==> src/rtl/cfg_frame_queue.sv <==
// Config frame assembler and FIFO: PipeIn words and ASIC frames share one queue
// drained by a valid/ready consumer; counts overflow and timed-out partials.
module cfg_frame_queue #(
    parameter int DATA_W  = 32,
    parameter int CFG_W   = 40,
    parameter int DEPTH   = 4,
    parameter int TIMEOUT = 1024
) (
    input  logic                         okClk,
    input  logic                         rst_we,
    input  logic [DATA_W-1:0]            pipe_data,
    input  logic                         pipe_write,
    input  logic [CFG_W-1:0]             asic_word,
    input  logic                         asic_load,
    input  logic                         flush,
    output logic [CFG_W-1:0]             cfg_word,
    output logic                         cfg_valid,
    input  logic                         cfg_ready,
    output logic [$clog2(DEPTH+1)-1:0]   level,
    output logic                         full,
    output logic                         assembling,
    output logic [15:0]                  overflow_cnt,
    output logic [7:0]                   partial_drop_cnt
);
    localparam int NW   = (CFG_W + DATA_W - 1) / DATA_W;
    localparam int SR_W = NW * DATA_W;
    localparam int IW   = $clog2(NW + 1);
    localparam int TW   = $clog2(TIMEOUT + 1);
    localparam int LW   = $clog2(DEPTH + 1);
    localparam int PW   = $clog2(DEPTH);

    typedef enum logic {IDLE, COLLECT} state_t;

    state_t          state, state_nx;
    logic [SR_W-1:0] sr, sr_nx, sr_shift;
    logic [IW-1:0]   idx, idx_nx;
    logic [TW-1:0]   tmo, tmo_nx;
    logic            frame_done, tmo_drop;

    logic [CFG_W-1:0] pend, pend_nx, push_word;
    logic             pend_v, pend_v_nx, push;

    logic [CFG_W-1:0] mem [DEPTH];
    logic [PW-1:0]    wr_ptr, rd_ptr;
    logic             pop, push_ok, drop;

    always_comb begin
        state_nx   = state;
        sr_nx      = sr;
        idx_nx     = idx;
        tmo_nx     = tmo;
        frame_done = 1'b0;
        tmo_drop   = 1'b0;
        sr_shift   = (sr << DATA_W) | SR_W'(pipe_data);
        unique case (state)
            IDLE: begin
                tmo_nx = '0;
                if (pipe_write) begin
                    sr_nx = SR_W'(pipe_data);
                    if (NW == 1) begin
                        frame_done = 1'b1;
                        idx_nx     = '0;
                    end else begin
                        state_nx = COLLECT;
                        idx_nx   = IW'(1);
                    end
                end
            end
            COLLECT: begin
                if (pipe_write) begin
                    sr_nx  = sr_shift;
                    tmo_nx = '0;
                    if (idx == IW'(NW - 1)) begin
                        frame_done = 1'b1;
                        idx_nx     = '0;
                        state_nx   = IDLE;
                    end else begin
                        idx_nx = idx + IW'(1);
                    end
                end else if (tmo == TW'(TIMEOUT - 1)) begin
                    tmo_drop = 1'b1;
                    state_nx = IDLE;
                    idx_nx   = '0;
                    tmo_nx   = '0;
                end else begin
                    tmo_nx = tmo + TW'(1);
                end
            end
            default: state_nx = IDLE;
        endcase
        if (flush) begin
            state_nx   = IDLE;
            idx_nx     = '0;
            tmo_nx     = '0;
            frame_done = 1'b0;
            tmo_drop   = 1'b0;
        end
    end

    // Pipe completion wins; a colliding ASIC frame waits one cycle in the slot.
    always_comb begin
        push      = 1'b0;
        push_word = sr_nx[CFG_W-1:0];
        pend_nx   = pend;
        pend_v_nx = pend_v;
        if (frame_done) begin
            push = 1'b1;
            if (asic_load) begin
                pend_v_nx = 1'b1;
                pend_nx   = asic_word;
            end
        end else if (pend_v) begin
            push      = 1'b1;
            push_word = pend;
            pend_v_nx = asic_load;
            if (asic_load) pend_nx = asic_word;
        end else if (asic_load) begin
            push      = 1'b1;
            push_word = asic_word;
        end
        if (flush) begin
            push      = 1'b0;
            pend_v_nx = 1'b0;
        end
    end

    assign cfg_valid  = (level != '0);
    assign full       = (level == LW'(DEPTH));
    assign cfg_word   = cfg_valid ? mem[rd_ptr] : '0;
    assign assembling = (state == COLLECT);

    assign pop     = cfg_valid && cfg_ready && !flush;
    assign push_ok = push && (!full || pop);
    assign drop    = push && full && !pop;

    always_ff @(posedge okClk or posedge rst_we) begin
        if (rst_we) begin
            state  <= IDLE;
            sr     <= '0;
            idx    <= '0;
            tmo    <= '0;
            pend   <= '0;
            pend_v <= 1'b0;
        end else begin
            state  <= state_nx;
            sr     <= sr_nx;
            idx    <= idx_nx;
            tmo    <= tmo_nx;
            pend   <= pend_nx;
            pend_v <= pend_v_nx;
        end
    end

    always_ff @(posedge okClk) begin
        if (push_ok) mem[wr_ptr] <= push_word;
    end

    always_ff @(posedge okClk or posedge rst_we) begin
        if (rst_we) begin
            wr_ptr <= '0;
            rd_ptr <= '0;
            level  <= '0;
        end else if (flush) begin
            wr_ptr <= '0;
            rd_ptr <= '0;
            level  <= '0;
        end else begin
            if (push_ok) wr_ptr <= wr_ptr + PW'(1);
            if (pop)     rd_ptr <= rd_ptr + PW'(1);
            if (push_ok && !pop)      level <= level + LW'(1);
            else if (pop && !push_ok) level <= level - LW'(1);
        end
    end

    // Loss counters survive flush and stick at all-ones.
    always_ff @(posedge okClk or posedge rst_we) begin
        if (rst_we) begin
            overflow_cnt     <= '0;
            partial_drop_cnt <= '0;
        end else begin
            if (drop && overflow_cnt != '1)
                overflow_cnt <= overflow_cnt + 16'd1;
            if (tmo_drop && partial_drop_cnt != '1)
                partial_drop_cnt <= partial_drop_cnt + 8'd1;
        end
    end
endmodule

==> config.mk <==
export PLATFORM = sky130hd
export DESIGN_NAME = cfg_frame_queue
export DESIGN_NICKNAME = d
export VERILOG_FILES = /design/src/rtl/cfg_frame_queue.sv
export SDC_FILE = /design/constraint.sdc
export NUM_CORES = 1
export LEC_CHECK = 0
export CORE_MARGIN = 2
export CORE_UTILIZATION = 55
export CTS_CLUSTER_SIZE = 28
export DETAILED_ROUTE_END_ITERATION = 7
export PLACE_DENSITY = 0.85
export SLEW_MARGIN = 20
export SYNTH_ARGS = -nofsm -noshare
export SYNTH_HDL_FRONTEND = slang
export SYNTH_SLANG_ARGS = --single-unit
==> constraint.sdc <==
create_clock -name okClk -period 5.1 [get_ports okClk]
set_clock_uncertainty 0.2 [all_clocks]
set_input_delay 0.765 -clock okClk [delete_from_list [all_inputs] [get_ports okClk]]
set_output_delay 0.765 -clock okClk [all_outputs]
set_load 0.05 [all_outputs]
# --- After elaboration in Yosys (flattened, before gate mapping) ---
# Memory sizes are Yosys's and may differ from the RTL's.
# Cells that the tools add are included.
totals:
  reg_bits: 126
  wordCells: 101
  ramBits: 160
  n_memories: 1
op_classes:
  n_reduce_logical: 20
  add_sub_neg: 8
  eq_ne: 8
  bitwise_logic: 2
  mux: 51
mem_list:
  columns: ["memory", "words", "width", "rd", "rd_clocked_by_memory_dff", "wr", "line", "source"]
  rows:
  - ["mem", 4, 40, 1, 0, 1, "43", "logic [CFG_W-1:0] mem [DEPTH];"]
ops:
  columns: ["op", "n"]
  rows:
  - ["40-bit 2-to-1 mux", 9]
  - ["40-bit case mux with 2 select lines", 1]
  - ["40-bit by 32-bit OR with 40-bit output", 1]
  - ["11-bit 2-to-1 mux", 3]
  - ["1-bit 2-to-1 mux", 23]
  - ["11-bit case mux with 2 select lines", 1]
  - ["2-bit 2-to-1 mux", 9]
  - ["16-bit by 1-bit adder with 16-bit output, second input constant", 1]
  - ["16-bit != test, second input constant", 1]
  - ["11-bit by 1-bit adder with 11-bit output, second input constant", 1]
  - ["11-bit by 10-bit == test with 1-bit output, second input constant", 1]
  - ["1-bit logical AND", 9]
  - ["3-bit 2-to-1 mux", 3]
  - ["8-bit by 1-bit adder with 8-bit output, second input constant", 1]
  - ["8-bit != test, second input constant", 1]
  - ["2-bit by 1-bit adder with 2-bit output, second input constant", 3]
  - ["3-bit != test, second input constant", 2]
  - ["2-bit nonzero test", 3]
  - ["3-bit nonzero test", 2]
  - ["1-bit logical NOT", 4]
  - ["4-bit by 3-bit != test with 1-bit output, second input constant", 1]
  - ["2-bit case mux with 2 select lines", 1]
  - ["3-bit by 1-bit adder with 3-bit output, second input constant", 1]
  - ["3-bit == test, second input constant", 1]
  - ["other kinds (6)", 6]

# --- Logic depth before layout (Yosys ltp) ---
depth:
  depth_word: 13
  depth_mapped: 9
  ltp_nobuf: 8

# --- Worst setup path before layout ---
# No wires, ideal clock.
synth_timing:
  path_kind: "flip-flop to output port"
  from: "reg level[1]"
  to: "out cfg_word[30]"
  n_path_buf: 2
  path_stages_with_launch: 5
  t_arrival_ns: 2.284
  required_time_ns: 4.135
  path_slack_ns: 1.851
  path_cell_list: "dfrtp_1 > or3_2 > clkbuf_1 > clkbuf_1 > and2_1"
synth_via:
  elab_chain_len: 2
synth_rtl:
  columns: ["element", "line", "source"]
  rows:
  - ["from (decl)", "19", "output logic [$clog2(DEPTH+1)-1:0] level,"]
  - ["from (signal assigned)", "170", "if (push_ok && !pop) level <= level + LW'(1);"]
  - ["from (signal assigned)", "171", "else if (pop && !push_ok) level <= level - LW'(1);"]
  - ["3-bit nonzero test", "127", "assign cfg_valid = (level != '0);"]
  - ["net cfg_valid", "17", "output logic cfg_valid,"]
  - ["40-bit 2-to-1 mux", "129", "assign cfg_word = cfg_valid ? mem[rd_ptr] : '0;"]
  - ["to (decl)", "16", "output logic [CFG_W-1:0] cfg_word,"]
# The timed path passes the listed nets, and every way through them passes these cells.

# --- Worst setup path after layout ---
layout_timing:
  from: "reg rd_ptr[0]"
  to: "out cfg_word[6]"
layout_via:
  elab_chain_len: 2
layout_rtl:
  columns: ["element", "line", "source"]
  rows:
  - ["from (decl)", "44", "logic [PW-1:0] wr_ptr, rd_ptr;"]
  - ["from (signal assigned)", "169", "if (pop) rd_ptr <= rd_ptr + PW'(1);"]
  - ["memory 4 x 40 bit", null, null]
  - ["40-bit 2-to-1 mux", "129", null]
# Every way passes these cells.

==> key figures <==
STA
  – RSZ-0062 raised after global routing: no
  – Tcrit/Tclk final: 79.37%
  – Tightest Pin Transition: between 1000 and 1500 ps
  – Final slew viol count: 0
  – Slew margin rel.: between 20% and 30%
  – Setup ws final: 1052 ps
  – Fmax: 247.1 MHz
  – Sum Neg Setup Slack: 0 ps
  – Setup Viol. Count Final: 0
  – Hold Fails Final Rpt: 0
  – Final min period: 4048 ps

Detailed routing
  – DR vias/cell: 6.227
  – Via Count: 7971
  – DR pass1 iterations: 5
  – Antenna viol nets, final: 0
  – Detailed Route Iter0 Violations: ~600
  – Routed wire length: 28.59 mm
  – # DRC: 0
  – WL/cell: 22.33 microns

Logic synthesis
  – Syn Nets: a little over 900
  – Post-Synth Simple-Gate Area: 7.940%
  – Synth cell types: 64
  – XOR/XNOR share of the synthesized area: under 10%
  – Main synth FF type: edfxtp_1
  – Post-synthesis mux area share: ~14%
  – Post-Synth Adder-Cell Area: less than 1%
  – Ys async rst share: 44.06%
  – Synthesized area per cell: roughly 15 sq um
  – Cell count after synthesis: approximately 840
  – Yosys reg bits: 286
  – Post-synth EDFFs: 160
  – Register area share after synthesis: 64.00%
  – Synth Area in Compound Gates: 8.473%
  – Synth warn: 0
  – Synthesized cell area: 12430 sq um
  – Largest family of logic cells by synthesized area: multiplexers

Cells and area
  – Commonest non-fill, non-tap cell in the layout: edfxtp_1
  – Layout fillers: approximately 1500
  – P&R area growth vs syn: 21.31%
  – Post-layout net count: approximately 1100
  – Most frequent cells in the layout: 160 x edfxtp_1, 145 x clkdlybuf4s50_1, 124 x dfrtp_1
  – Share of layout cells above drive strength 1: a little under a fifth
  – Final core utilization: slightly below 70%

Clock network
  – CTS tree: done
  – Post CTS Setup Buffer Count: 0
  – Post_cts resized: 0
  – Clock sink count: around 290
  – Worst skew pair latency: approximately 530 ps
  – Hold Buf Count CTS: 0
  – Longest Clk Path Bufs: 3
  – CTS H-Tree Depth: 1
  – Cts bufs inserted: 28
  – Root buffer cell: clkbuf_16
  – Clock transition at path regs: ~60 ps

Setup path
  – Worst EP required: 4140 ps
  – CP max FO: between 40 and 50
  – Slowest cell on the critical path: dfrtp_4
  – CP max stage delay: between 1000 and 1500 ps
  – Crit. End Element: output pin
  – WP data arrival: 3080 ps
  – Critical path class: register to output pin
  – Worst Setup Start Kind: register
  – Cell-by-cell listing of the critical path: mux4_2 -> and2_1 -> clkdlybuf4s50_1

Power
  – Lkg Pwr: approximately 5.6 nW
  – Worst IR drop on VDD: ~430 uV
  – Cell Pwr Density: 455.6 nW/um^2

Global routing
  – All-layer global routing usage: between 20% and 30%
  – Global route total overflow: 0
  – Largest net degree at the start of global routing: roughly 110
  – Vias in the first global route: 8457
  – Initial antenna violation count: 2
  – First-pass GRT wire length: about 46 mm

Placement
  – Post-DP HPWL: 17.79 mm
  – GPL Wtd Cong: 0.8701
  – Dpl ws: between 1000 and 1500 ps
  – I/O Buffers: around 150

Die
  – Overall die height: 154.4 microns
  – Initial core utilization: between 50% and 60%
  – # rows: 55
  – Num ports: ~150
  – Die Area: 23820 sq um
  – Core box area: roughly 22000 sq um
  – Die Wd: 154.4 microns

Run status
  – Status: finished, final reports clean

Min path
  – Worst hold path type: register to register

Run
  – Max-cap violations: 0
-- worst max-delay path, delay by kind of cell (launching register included) --
family / cells / cell delay (ps)
multiplexers: 1 / 630
flip-flops: 1 / 1010
buffers and inverters: 1 / 710
AND/OR/NAND/NOR: 1 / 180
-- stage by stage --
stage          hold slack [ps]  power [W]  std cells  instance area [sq um]
2_1_floorplan            264.6   0.004187        838                  12430
3_3_place_gp             274.0   0.004758       1227                  14130
3_5_place_dp             281.3   0.004810       1227                  14130
4_1_cts                  296.0   0.006911       1279                  15080
5_1_grt                  299.0   0.007136       1279                  15080
6_report                 291.5   0.006871       1280                  15080
-- metal layers --
layer  vias up  global-route usage, %  wire length (microns)
met5         -                      0                     14
li1       3525                      -                      -
met3        51                  4.987                   2104
met4         2                  7.981                    743
met1      4033                  31.74                  11400
met2       360                  42.02                  14320
-- worst paths after layout --
check | slack [ps] | from | end | cells after the start
hold reg to reg | 290 | overflow_cnt[14] | overflow_cnt[14] | 1
max in group asynchronous | 3120 | rst_we | tmo[2] | 3
setup reg to reg | 2030 | assembling | mem[2][23] | 4
hold / removal | 290 | overflow_cnt[14] | overflow_cnt[14] | 1
setup / recovery | 1050 | rd_ptr[0] | cfg_word[6] | 3
min in group asynchronous | 600 | rst_we | pend[8] | 2
-- Yosys cell counts, types with 4 or more instances --
cell type / number / area, sq um
edfxtp_1: 160 / 4805
dfrtp_1: 126 / 3153
o22ai_1: 72 / 450.4
mux2_2: 69 / 777.0
a21oi_1: 47 / 235.2
and2_1: 43 / 269.0
mux4_2: 40 / 900.9
clkbuf_1: 29 / 108.9
nand3_1: 21 / 105.1
nor2_1: 17 / 63.81
buf_2: 16 / 80.08
nand2_1: 16 / 60.06
xor2_1: 16 / 140.1
inv_1: 11 / 41.29
o21ai_0: 10 / 50.05
xnor2_1: 10 / 87.58
a31oi_1: 9 / 56.30
and3_1: 9 / 56.30
nand4_1: 9 / 56.30
a22o_1: 8 / 70.07
nand2b_1: 8 / 50.05
and4_1: 7 / 61.31
ha_1: 7 / 87.58
mux2_1: 7 / 78.83
buf_1: 5 / 18.77
nor2b_1: 5 / 31.28
o21ai_1: 5 / 25.02
a22oi_1: 4 / 30.03
and3_2: 4 / 30.03
buf_6: 4 / 45.04
nor3_1: 4 / 20.02
nor4_1: 4 / 25.02
-- kinds of logic (layout without fill, tap and decap cells) --
| family | Yosys count | in the layout |
|---|---|---|
| flip-flops | 286 | 286 |
| AO/OA/AOI/OAI | 168 | 168 |
| AND/OR/NAND/NOR | 163 | 163 |
| multiplexers | 118 | 118 |
| buffers and inverters | 69 | 225 |
| XOR/XNOR | 26 | 26 |
| adder cells (fa/ha/maj) | 8 | 8 |
| other | 0 | 1 |
-- power by group --
| part | switching, W | total, W | internal (W) |
|---|---|---|---|
| Clock | 0.000828 | 0.00211 | 0.00128 |
| Combinational | 0.00111 | 0.00187 | 0.000766 |
| Sequential | 0.000207 | 0.00289 | 0.00268 |
-- sequential cells by signal (all words and copies together), names as in the netlist, 2 cells and up --
register          cells
rd_ptr                2
wr_ptr                2
overflow_cnt         16
level                 3
mem                 160
pend                 40
idx                   2
partial_drop_cnt      8
tmo                  11
sr                   40
-- final cells by class --
cell class | instances | area (sq um) | share of cell area [%]
tap | 285 | 356.6 | 2.364
clock buffer | 45 | 847.1 | 5.616
clock inverter | 7 | 107.6 | 0.7134
antenna | 1 | 2.502 | 0.01659
inverter | 13 | 53.80 | 0.3567
timing repair buffer | 160 | 1572 | 10.42
multi-input combinational | 483 | 4182 | 27.72
sequential | 286 | 7963 | 52.79
No activity file was read; power rests on OpenSTA's default activity.
